==> src/rtl/uart_pkg.sv <==
// rtl/uart_pkg.sv - shared UART constants: oversample rate, LCR/LSR bit indices, receiver states
package uart_pkg;

  localparam int OVERSAMPLE = 16;
  localparam logic [3:0] TICK_MID  = 4'(OVERSAMPLE / 2 - 1);
  localparam logic [3:0] TICK_LAST = 4'(OVERSAMPLE - 1);

  localparam int LCR_WLS_LO = 0;
  localparam int LCR_WLS_HI = 1;
  localparam int LCR_STB    = 2;
  localparam int LCR_PEN    = 3;
  localparam int LCR_EPS    = 4;

  localparam int LSR_DR = 0;
  localparam int LSR_OE = 1;
  localparam int LSR_PE = 2;
  localparam int LSR_FE = 3;
  localparam int LSR_BI = 4;

  typedef enum logic [2:0] {
    RX_IDLE,
    RX_START,
    RX_DATA,
    RX_PARITY,
    RX_STOP
  } rx_state_t;

  // Index of the last data bit for a word-length code (00=5 bits .. 11=8 bits).
  function automatic logic [2:0] last_bit_idx(input logic [1:0] wls);
    return 3'd4 + {1'b0, wls};
  endfunction

endpackage

==> src/rtl/uart_rx_sync.sv <==
// rtl/uart_rx_sync.sv - two-flop synchronizer for the serial line, resets to idle (1)
module uart_rx_sync (
  input  logic clk,
  input  logic reset,
  input  logic d,
  output logic q
);

  logic meta;

  always_ff @(posedge clk or negedge reset) begin
    if (!reset) begin
      meta <= 1'b1;
      q    <= 1'b1;
    end else begin
      meta <= d;
      q    <= meta;
    end
  end

endmodule

==> src/rtl/uart_receiver.sv <==
// rtl/uart_receiver.sv - 16x oversampling UART receiver; break detection under UART_RX_BREAK_DETECT_EN
module uart_receiver
  import uart_pkg::*;
(
  input  logic       clk,
  input  logic       reset,
  input  logic       bclk,
  input  logic       rx,
  input  logic [7:0] LCR,
  input  logic       rd,
  output logic [7:0] dout,
  output logic [4:0] LSR
);

  logic       rx_s;
  rx_state_t  state, state_n;
  logic [3:0] tick;
  logic [2:0] bit_cnt;
  logic       stop_cnt;
  logic [7:0] shift;
  logic       par_acc, par_bit, fe_acc;
  logic [4:0] lcr_q;
  logic       dr, oe, pe, fe, bi;
  logic       brk_hold, brk_frame;
  logic       at_mid, at_last, last_data, last_stop, pe_calc;
  logic       start_frame, take_data, take_par, take_stop, frame_done;
  logic [2:0] unused_lcr;

  assign unused_lcr = LCR[7:5];

  uart_rx_sync u_rx_sync (
    .clk   (clk),
    .reset (reset),
    .d     (rx),
    .q     (rx_s)
  );

  assign at_mid    = bclk && (tick == TICK_MID);
  assign at_last   = bclk && (tick == TICK_LAST);
  assign last_data = (bit_cnt == last_bit_idx(lcr_q[LCR_WLS_HI:LCR_WLS_LO]));
  assign last_stop = stop_cnt || !lcr_q[LCR_STB];
  // Even mode wants an even count of ones including the parity bit, odd mode an odd count.
  assign pe_calc   = lcr_q[LCR_PEN] & ~(par_acc ^ par_bit ^ lcr_q[LCR_EPS]);

  always_ff @(posedge clk or negedge reset) begin
    if (!reset) state <= RX_IDLE;
    else        state <= state_n;
  end

  always_comb begin
    state_n = state;
    unique case (state)
      RX_IDLE:   if (bclk && !rx_s && !brk_hold) state_n = RX_START;
      RX_START:  if (at_mid) state_n = rx_s ? RX_IDLE : RX_DATA;
      RX_DATA:   if (at_last && last_data) state_n = lcr_q[LCR_PEN] ? RX_PARITY : RX_STOP;
      RX_PARITY: if (at_last) state_n = RX_STOP;
      RX_STOP:   if (at_last && last_stop) state_n = RX_IDLE;
      default:   state_n = RX_IDLE;
    endcase
  end

  always_comb begin
    start_frame = 1'b0;
    take_data   = 1'b0;
    take_par    = 1'b0;
    take_stop   = 1'b0;
    frame_done  = 1'b0;
    unique case (state)
      RX_IDLE:   start_frame = bclk && !rx_s && !brk_hold;
      RX_DATA:   take_data   = at_last;
      RX_PARITY: take_par    = at_last;
      RX_STOP: begin
        take_stop  = at_last;
        frame_done = at_last && last_stop;
      end
      default: ;
    endcase
  end

  always_ff @(posedge clk or negedge reset) begin
    if (!reset) begin
      tick     <= 4'd0;
      bit_cnt  <= 3'd0;
      stop_cnt <= 1'b0;
      shift    <= 8'h00;
      par_acc  <= 1'b0;
      par_bit  <= 1'b0;
      fe_acc   <= 1'b0;
      lcr_q    <= 5'd0;
    end else begin
      if (state == RX_IDLE) tick <= 4'd0;
      else if (at_mid && state == RX_START) tick <= 4'd0;
      else if (bclk) tick <= tick + 4'd1;

      if (start_frame) begin
        lcr_q    <= LCR[4:0];
        bit_cnt  <= 3'd0;
        stop_cnt <= 1'b0;
        shift    <= 8'h00;
        par_acc  <= 1'b0;
        par_bit  <= 1'b0;
        fe_acc   <= 1'b0;
      end else if (take_data) begin
        shift[bit_cnt] <= rx_s;
        par_acc        <= par_acc ^ rx_s;
        bit_cnt        <= bit_cnt + 3'd1;
      end else if (take_par) begin
        par_bit <= rx_s;
      end else if (take_stop) begin
        fe_acc   <= fe_acc | ~rx_s;
        stop_cnt <= 1'b1;
      end
    end
  end

`ifdef UART_RX_BREAK_DETECT_EN
  logic any_one;

  // After a break, start detection stays disarmed until the line returns high.
  always_ff @(posedge clk or negedge reset) begin
    if (!reset) begin
      any_one  <= 1'b0;
      brk_hold <= 1'b0;
    end else begin
      if (start_frame) any_one <= 1'b0;
      else if (take_data || take_par || take_stop) any_one <= any_one | rx_s;

      if (frame_done && brk_frame) brk_hold <= 1'b1;
      else if (rx_s)               brk_hold <= 1'b0;
    end
  end

  assign brk_frame = !any_one && !rx_s;
`else
  assign brk_hold  = 1'b0;
  assign brk_frame = 1'b0;
`endif

  always_ff @(posedge clk or negedge reset) begin
    if (!reset) begin
      dout <= 8'h00;
      dr   <= 1'b0;
      oe   <= 1'b0;
      pe   <= 1'b0;
      fe   <= 1'b0;
      bi   <= 1'b0;
    end else if (frame_done) begin
      dout <= shift;
      dr   <= 1'b1;
      oe   <= dr & ~rd;
      pe   <= pe_calc;
      fe   <= fe_acc | ~rx_s;
      bi   <= brk_frame;
    end else if (rd && dr) begin
      dr <= 1'b0;
      oe <= 1'b0;
      pe <= 1'b0;
      fe <= 1'b0;
      bi <= 1'b0;
    end
  end

  assign LSR[LSR_DR] = dr;
  assign LSR[LSR_OE] = oe;
  assign LSR[LSR_PE] = pe;
  assign LSR[LSR_FE] = fe;
  assign LSR[LSR_BI] = bi;

endmodule

==> config.mk <==
export PLATFORM = sky130hd
export DESIGN_NAME = uart_receiver
export DESIGN_NICKNAME = d
export VERILOG_FILES = /design/src/rtl/uart_pkg.sv /design/src/rtl/uart_rx_sync.sv /design/src/rtl/uart_receiver.sv
export SDC_FILE = /design/constraint.sdc
export NUM_CORES = 1
export LEC_CHECK = 0
export BUFFER_PORTS_ARGS = -buffer_cell sky130_fd_sc_hd__buf_2
export CAP_MARGIN = 20
export CORE_MARGIN = 2
export CORE_UTILIZATION = 53
export CTS_BUF_LIST = sky130_fd_sc_hd__clkbuf_2
export CTS_CLUSTER_SIZE = 30
export DETAILED_ROUTE_END_ITERATION = 7
export PLACE_DENSITY = 0.88
export SETUP_SLACK_MARGIN = 0.5
export SLEW_MARGIN = 25
export SYNTH_ARGS = -nofsm -noshare
export SYNTH_HDL_FRONTEND = slang
export SYNTH_SLANG_ARGS = --single-unit
==> constraint.sdc <==
create_clock -name clk -period 1.7 [get_ports clk]
set_clock_uncertainty 0.15 [all_clocks]
set_input_delay 0.34 -clock clk [delete_from_list [all_inputs] [get_ports clk]]
set_output_delay 0.34 -clock clk [all_outputs]
set_load 0.01 [all_outputs]
Word-level counts from Yosys, hierarchy flattened
Cells that the tools add are included.
W data, S select, Z words.
{"block": "op_classes", "eq_ne": 14, "n_reduce_logical": 20, "addsub": 3, "bitwise": 9, "order_cmp": 2, "mux": 42}
{"cell": "$mux W1", "count": 25}
{"cell": "$mux W3", "count": 8}
{"cell": "$mux W8", "count": 2}
{"cell": "$pmux W3 S5", "count": 1}
{"cell": "$ne A2 B2 Y1 const B", "count": 7}
{"cell": "$mux W4", "count": 3}
{"cell": "$bwmux W8", "count": 1}
{"cell": "$logic_and A1 B1 Y1", "count": 8}
{"cell": "$reduce_bool A2 Y1", "count": 4}
{"cell": "$eq A3 B2 Y1 const B", "count": 2}
{"cell": "$reduce_and A5 Y1", "count": 1}
{"cell": "$add A4 B1 Y4 const B", "count": 1}
{"cell": "$eq A4 B3 Y1 const B", "count": 1}
{"cell": "$eq A4 B4 Y1 const B", "count": 1}
{"cell": "$lt A3 B4 Y1 const B", "count": 1}
{"cell": "$add A3 B1 Y3 const B", "count": 1}
{"cell": "$add A3 B2 Y3 const A", "count": 1}
{"cell": "$demux W1 S3", "count": 1}
{"cell": "$eq A3 B1 Y1 const B", "count": 1}
{"cell": "$eq A3 B3 Y1", "count": 1}
{"cell": "$eq A3 B3 Y1 const B", "count": 1}
{"cell": "$ge A3 B1 Y1 const B", "count": 1}
{"cell": "$logic_not A3 Y1", "count": 1}
{"cell": "$not A1 Y1", "count": 3}
{"cell": "9 further kinds", "count": 13}
{"block": "totals", "word_cells": 107, "out_inout_bits": 13, "inputBits": 13, "ff_bits": 42}

Depth between registers and ports, before layout
{"block": "depth", "depth_word": 7, "depth_mapped": 7, "depth_no_buf": 5}

Modules after synthesis
Synthesis repeated with hierarchy kept, for this count alone.
{"block": "unflattened", "hier_cells": 182, "hier_area_um2": 2010.7}
{"module": "uart_receiver", "instances": 1, "area_each_um2": 1958.1, "seq_area_each_um2": 975.9, "cells_per_inst": 180}
{"module": "uart_rx_sync", "instances": 1, "area_each_um2": 52.6, "seq_area_each_um2": 52.6, "cells_per_inst": 2}

Worst setup path after synthesis
No wires, ideal clock.
{"block": "synth_timing", "path_type": "register to register", "start": "register tick[0]", "end": "register shift[6]", "period_less_slack_ps": 1762, "t_required_ps": 1410, "arrival_time_ps": 1472, "setup_slack_ps": -62, "n_path_buf": 1, "path_stages_with_launch": 7, "setup_time_ps": 140, "cell_sequence": "dfrtp_1 ha_1 and4_1 buf_4 nand2_2 o311ai_0 o41ai_1"}
{"block": "synth_between", "elab_chain_len": 4}
{"item": "start, declared", "line_no": "uart_receiver.sv:17", "text": "logic [3:0] tick;"}
{"item": "start signal, assigned", "line_no": "uart_receiver.sv:93", "text": "else if (bclk) tick <= tick + 4'd1;"}
{"item": "$eq A4 B4 Y1", "line_no": "uart_receiver.sv:39", "text": "assign at_last = bclk && (tick == TICK_LAST);"}
{"item": "$logic_and A1 B1 Y1", "line_no": "uart_receiver.sv:39"}
{"item": "$mux W1", "line_no": "uart_receiver.sv:68", "text": "unique case (state)"}
{"item": "$reduce_bool A2 Y1 (no line)"}
{"item": "end signal, assigned by index", "line_no": "uart_receiver.sv:104", "text": "shift[bit_cnt] <= rx_s;"}
{"item": "end, declared", "line_no": "uart_receiver.sv:20", "text": "logic [7:0] shift;"}
No other way between the ends.
A chain may end at the register's enable or synchronous reset.

Worst setup path in the final report
{"block": "layout_timing", "start": "register state[0]", "end": "register shift[2]"}
{"block": "layout_between", "elab_chain_len": 3, "word_cells_on_any_way": 6, "cone_classes": "eq/ne (1); mux (3); reduce/logical (2)"}
{"item": "start, declared", "line_no": "uart_receiver.sv:16", "text": "rx_state_t state, state_n;"}
{"item": "start signal, assigned", "line_no": "uart_receiver.sv:47", "text": "else state <= state_n;"}
{"item": "$eq A3 B2 Y1 or $logic_not A3 Y1 (tied branches)", "line_no": "uart_receiver.sv:68"}
{"item": "$mux W1", "line_no": "uart_receiver.sv:68"}
{"item": "$reduce_bool A2 Y1 (no line) or $mux W8 (tied branches)"}
Several ways; a longest one is shown, not always the timed one.

==> summary.md <==
The flow ran to the end, and the final reports show no timing, DRC or antenna violations. The congestion estimate from routability-driven global placement came to 0.8427. The count of flip-flops with a built-in enable after synthesis works out to 0. For this run, design rule violations remaining after detail routing come to 0. The minimum clock period after layout is 1.686 ns. For the total of fill cells in the finished design, the log shows 217.

The final hold violation count was 0; the proportion of synthesized chip area in sequential cells was 53.00%. The tools report the count of different cell masters after synthesis as 41. The count of antenna diodes in the layout is 0. The first global-routing pass estimated 7265 µm of wire. The buffers plus inverters on the worst setup path was 1; the clock-pin slew reported for the worst setup and hold paths after clock tree synthesis was 0.21 ns. The kind of critical path was reg -> reg. 26 I/O pins were placed. The run gives 185 as the gate count after technology mapping. The library cell used as clock root buffer was sky130_fd_sc_hd__clkbuf_2. The synthesized netlist occupies a cell area of 1941 µm². Setup violations remaining at the end of the flow were counted as 0. The final cell count without fillers was 289. The floorplan step defined a core boundary enclosing 3416 µm².

Based on the critical path, the design can be clocked at up to 593.1 MHz. The floorplan has 21 rows. Setup repair after global routing could not meet its margin everywhere. The combinational family with the most area after synthesis was simple AND/OR/NAND/NOR gates. The largest incremental delay on the critical path is 0.52 ns. After legalization and detailed placement, the total HPWL measured 2512 µm. Dividing the detail-routed wire length by the instance count gives 16.75 µm. Buffers placed on the I/O ports in this run total 21. For this block, the initial DRC count from the detailed router was 142.

The initial utilization of the core area, before any placement, comes to 56.81%. Leakage power of the design: 1.255 nW. The tool flagged a number of max-cap violations equal to 0.

In the finished design, the share of the clock period the worst path needs comes to 99.18%. TritonCTS built the clock tree. The yosys synthesis warning count was 0; the total track usage was 23.75%.

Entering global routing, the biggest net connects 21 pins. The via count of the routed design was 1664; the H-tree depth was 2. The die width came out at 64.51 µm.

The analysis attributes to net switching a power of 753.1 µW. Clock share of power: 24.6%. Final count of pins violating max slew: 0. For the final routed database, the setup TNS stands at 0 ns. The worst slack on hold paths was 0.1869 ns. Total global routing overflow: 0. At the worst endpoint, the required time is 1.93 ns. The power density over the cells was 887.7 nW/µm²; the per-instance average area after synthesis was 10.49 µm². Relative to the synthesized area, the layout overhead comes to 36.49%. Per report_power, the combinational group accounts for 25.1% of the total.

The internal power of the cells totals 1.598 mW. The fraction of the mapped netlist area in compound gates works out to 6.061%. The maximum buffer depth of the clock tree was 2; the switching share of total power was 32.03%. The synthesized netlist net count is 200. For this run, the post-layout net count is 257. The flip-flop and latch count after synthesis is 41, and the area share of fa/ha/maj cells after synthesis is 1.289%. The fraction of registers with async set or reset after synthesis was 100.0%; the total instance count after detailed placement was 252.

Along the worst path, the maximum fanout reaches 9. The most common cell after layout, fill and taps aside was sky130_fd_sc_hd__dfrtp_1. The data arrival time of the critical path is 1.92 ns, and the number of sinks on the clock net is 41. Using the TritonRoute via totals, the vias-per-cell ratio works out to 5.758. Initial antenna violation count: 0. The worst setup path is launched from a flop. Number of routed nets with antenna violations: 0.

The slowest stage of the critical path belongs to the cell sky130_fd_sc_hd__dfrtp_2. At the later pin of the worst-skew pair, clock insertion delay measures 0.44 ns. Traced cell by cell, the critical path runs through nor3b_2 > buf_4 > nand2_4 > nor4b_4 > mux2i_1. Of the total synthesized cell area, the portion taken by XOR and XNOR cells is 3.159%. On the critical path the largest part of the delay comes from simple AND/OR/NAND/NOR gates.

The logs give 0.0006447 V for the maximum VDD drop and 1543 for the via count of the first global-routing pass. The classification of the worst-slack hold path was in -> async. Leaving out fill and tap cells, the most frequent cells in the layout are sky130_fd_sc_hd__dfrtp_1 (34), sky130_fd_sc_hd__buf_4 (27), sky130_fd_sc_hd__nand2_1 (26), sky130_fd_sc_hd__buf_2 (21), sky130_fd_sc_hd__nor2_1 (11).

The multiplexer share of the synthesized area is 8.769%, and the height of the die is 64.51 µm. The kind of end point of the critical path is a flop. The routed design has 4840 µm of wire.

The run gives 5 as the total CTS buffers. The floorplan step defined a die boundary enclosing 4162 µm². The share of total power dissipated in sequential elements is 50.3%. In the final layout, the share of cells above drive strength 1 is 45.68%.

After Yosys synthesis, and, or, nand and nor cells account for 22.18% of the synthesized area. The first detailed-routing pass took 4 iterations. The most instantiated flip-flop cell in the synthesis netlist is sky130_fd_sc_hd__dfrtp_1.
## kinds of logic (layout without fill, tap and decap cells)
| family | after synthesis | count (layout) |
|---|---|---|
| adder cells (fa/ha/maj) | 2 | 2 |
| AND/OR/NAND/NOR | 80 | 81 |
| XOR/XNOR | 7 | 7 |
| AO/OA/AOI/OAI | 19 | 19 |
| other | 1 | 1 |
| buffers and inverters | 19 | 76 |
| multiplexers | 16 | 16 |
| flip-flops | 41 | 41 |
## cell usage after synthesis (2+ instances only)
cell | instances | area share, %
sky130_fd_sc_hd__nand2b_1 | 3 | 0.97
sky130_fd_sc_hd__clkbuf_1 | 6 | 1.2
sky130_fd_sc_hd__o21ai_0 | 6 | 1.5
sky130_fd_sc_hd__nor4b_2 | 2 | 1.5
sky130_fd_sc_hd__nand4_1 | 3 | 0.97
sky130_fd_sc_hd__o31ai_1 | 2 | 0.77
sky130_fd_sc_hd__nor3b_1 | 2 | 0.77
sky130_fd_sc_hd__ha_1 | 2 | 1.3
sky130_fd_sc_hd__nor2_1 | 12 | 2.3
sky130_fd_sc_hd__a21oi_1 | 5 | 1.3
sky130_fd_sc_hd__inv_1 | 3 | 0.58
sky130_fd_sc_hd__nor3_1 | 2 | 0.52
sky130_fd_sc_hd__mux2_1 | 5 | 2.9
sky130_fd_sc_hd__mux2i_1 | 8 | 4.1
sky130_fd_sc_hd__dfrtp_1 | 39 | 50
sky130_fd_sc_hd__xor2_1 | 4 | 1.8
sky130_fd_sc_hd__mux2_2 | 3 | 1.7
sky130_fd_sc_hd__nand4b_1 | 2 | 0.90
sky130_fd_sc_hd__xnor2_1 | 3 | 1.4
sky130_fd_sc_hd__buf_2 | 2 | 0.52
sky130_fd_sc_hd__nand2_1 | 33 | 6.4
sky130_fd_sc_hd__dfstp_2 | 2 | 2.7
sky130_fd_sc_hd__and4_1 | 2 | 0.90
sky130_fd_sc_hd__nand3_1 | 9 | 2.3
sky130_fd_sc_hd__nor4_1 | 2 | 0.64
sky130_fd_sc_hd__buf_4 | 8 | 3.1
## flip-flops by register name, indices dropped and copies added (netlist names), 3 cells and up
register	count
lcr_q	5
state	3
shift	8
tick	4
bit_cnt	3
dout	8
## routing by layer
layer | wire, µm | vias up | GRT usage, %
li1 | - | 744 | -
met1 | 1900 | 808 | 30.26
met2 | 2379 | 91 | 36.07
met3 | 383 | 21 | 7.292
met4 | 176 | 0 | 13.30
met5 | 0 | - | 0
## through the flow
stage / cell area (µm²) / setup slack, ns / power, mW / util, %
after floorplan: 2014 / 0.03561 / 1.462 / -
after global placement: 2167 / 0.02209 / 1.569 / 63.44
after detailed placement: 2167 / -0.01613 / 1.605 / 63.44
after CTS: 2497 / 0.05388 / 2.229 / 73.11
after global routing: 2649 / -0.03571 / 2.465 / 77.55
final: 2649 / 0.01388 / 2.351 / 77.55
## power by group through the flow
| stage | Combinational (mW) | Sequential, mW | Clock [mW] |
|---|---|---|---|
| floorplan | 0.300 | 1.16 | 0 |
| global placement | 0.350 | 1.22 | 0 |
| detailed placement | 0.374 | 1.23 | 0 |
| CTS | 0.421 | 1.23 | 0.579 |
| global route | 0.637 | 1.19 | 0.633 |
| finish | 0.589 | 1.18 | 0.579 |
## worst reg2reg max path, cell delays in order (launching register included)
cell                      delay, ns
sky130_fd_sc_hd__dfrtp_2       0.52
sky130_fd_sc_hd__nor3b_2       0.20
sky130_fd_sc_hd__buf_4         0.17
sky130_fd_sc_hd__nand2_4       0.11
sky130_fd_sc_hd__nor4b_4       0.25
sky130_fd_sc_hd__mux2i_1       0.22
## layout make-up
cell class	count	area, µm²	area share [%]
clock inverters	3	41.29	1.559
flip-flops and latches	41	1035	39.06
clock buffers	5	25.02	0.9447
repair buffers	65	498.0	18.80
well taps	46	57.56	2.173
multi-input cells	126	980.9	37.03
inverters	3	11.26	0.4251
## worst paths after layout
kind / start / to / slack [ns] / cells after the start
max: state[0] / shift[2] / 0.01 / 5
min: reset / tick[2] / 0.19 / 2
max reg2reg: state[0] / shift[2] / 0.01 / 5
min reg2reg: u_rx_sync.meta / u_rx_sync.q / 0.22 / 0
max in group asynchronous: reset / state[1] / 0.67 / 3
min in group clk: u_rx_sync.meta / u_rx_sync.q / 0.22 / 0
## what timing repair did
item / CTS / global route
gates cloned: 2 / 0
endpoints found under the setup margin: 51 / 51
setup buffers: 7 / 12
resized for setup: 24 / 20
hold buffers: 8 / 0
pin swaps: 7 / 7
endpoints found under the hold margin: 23 / 0
Note: power is estimated with default switching activity, not from simulation.
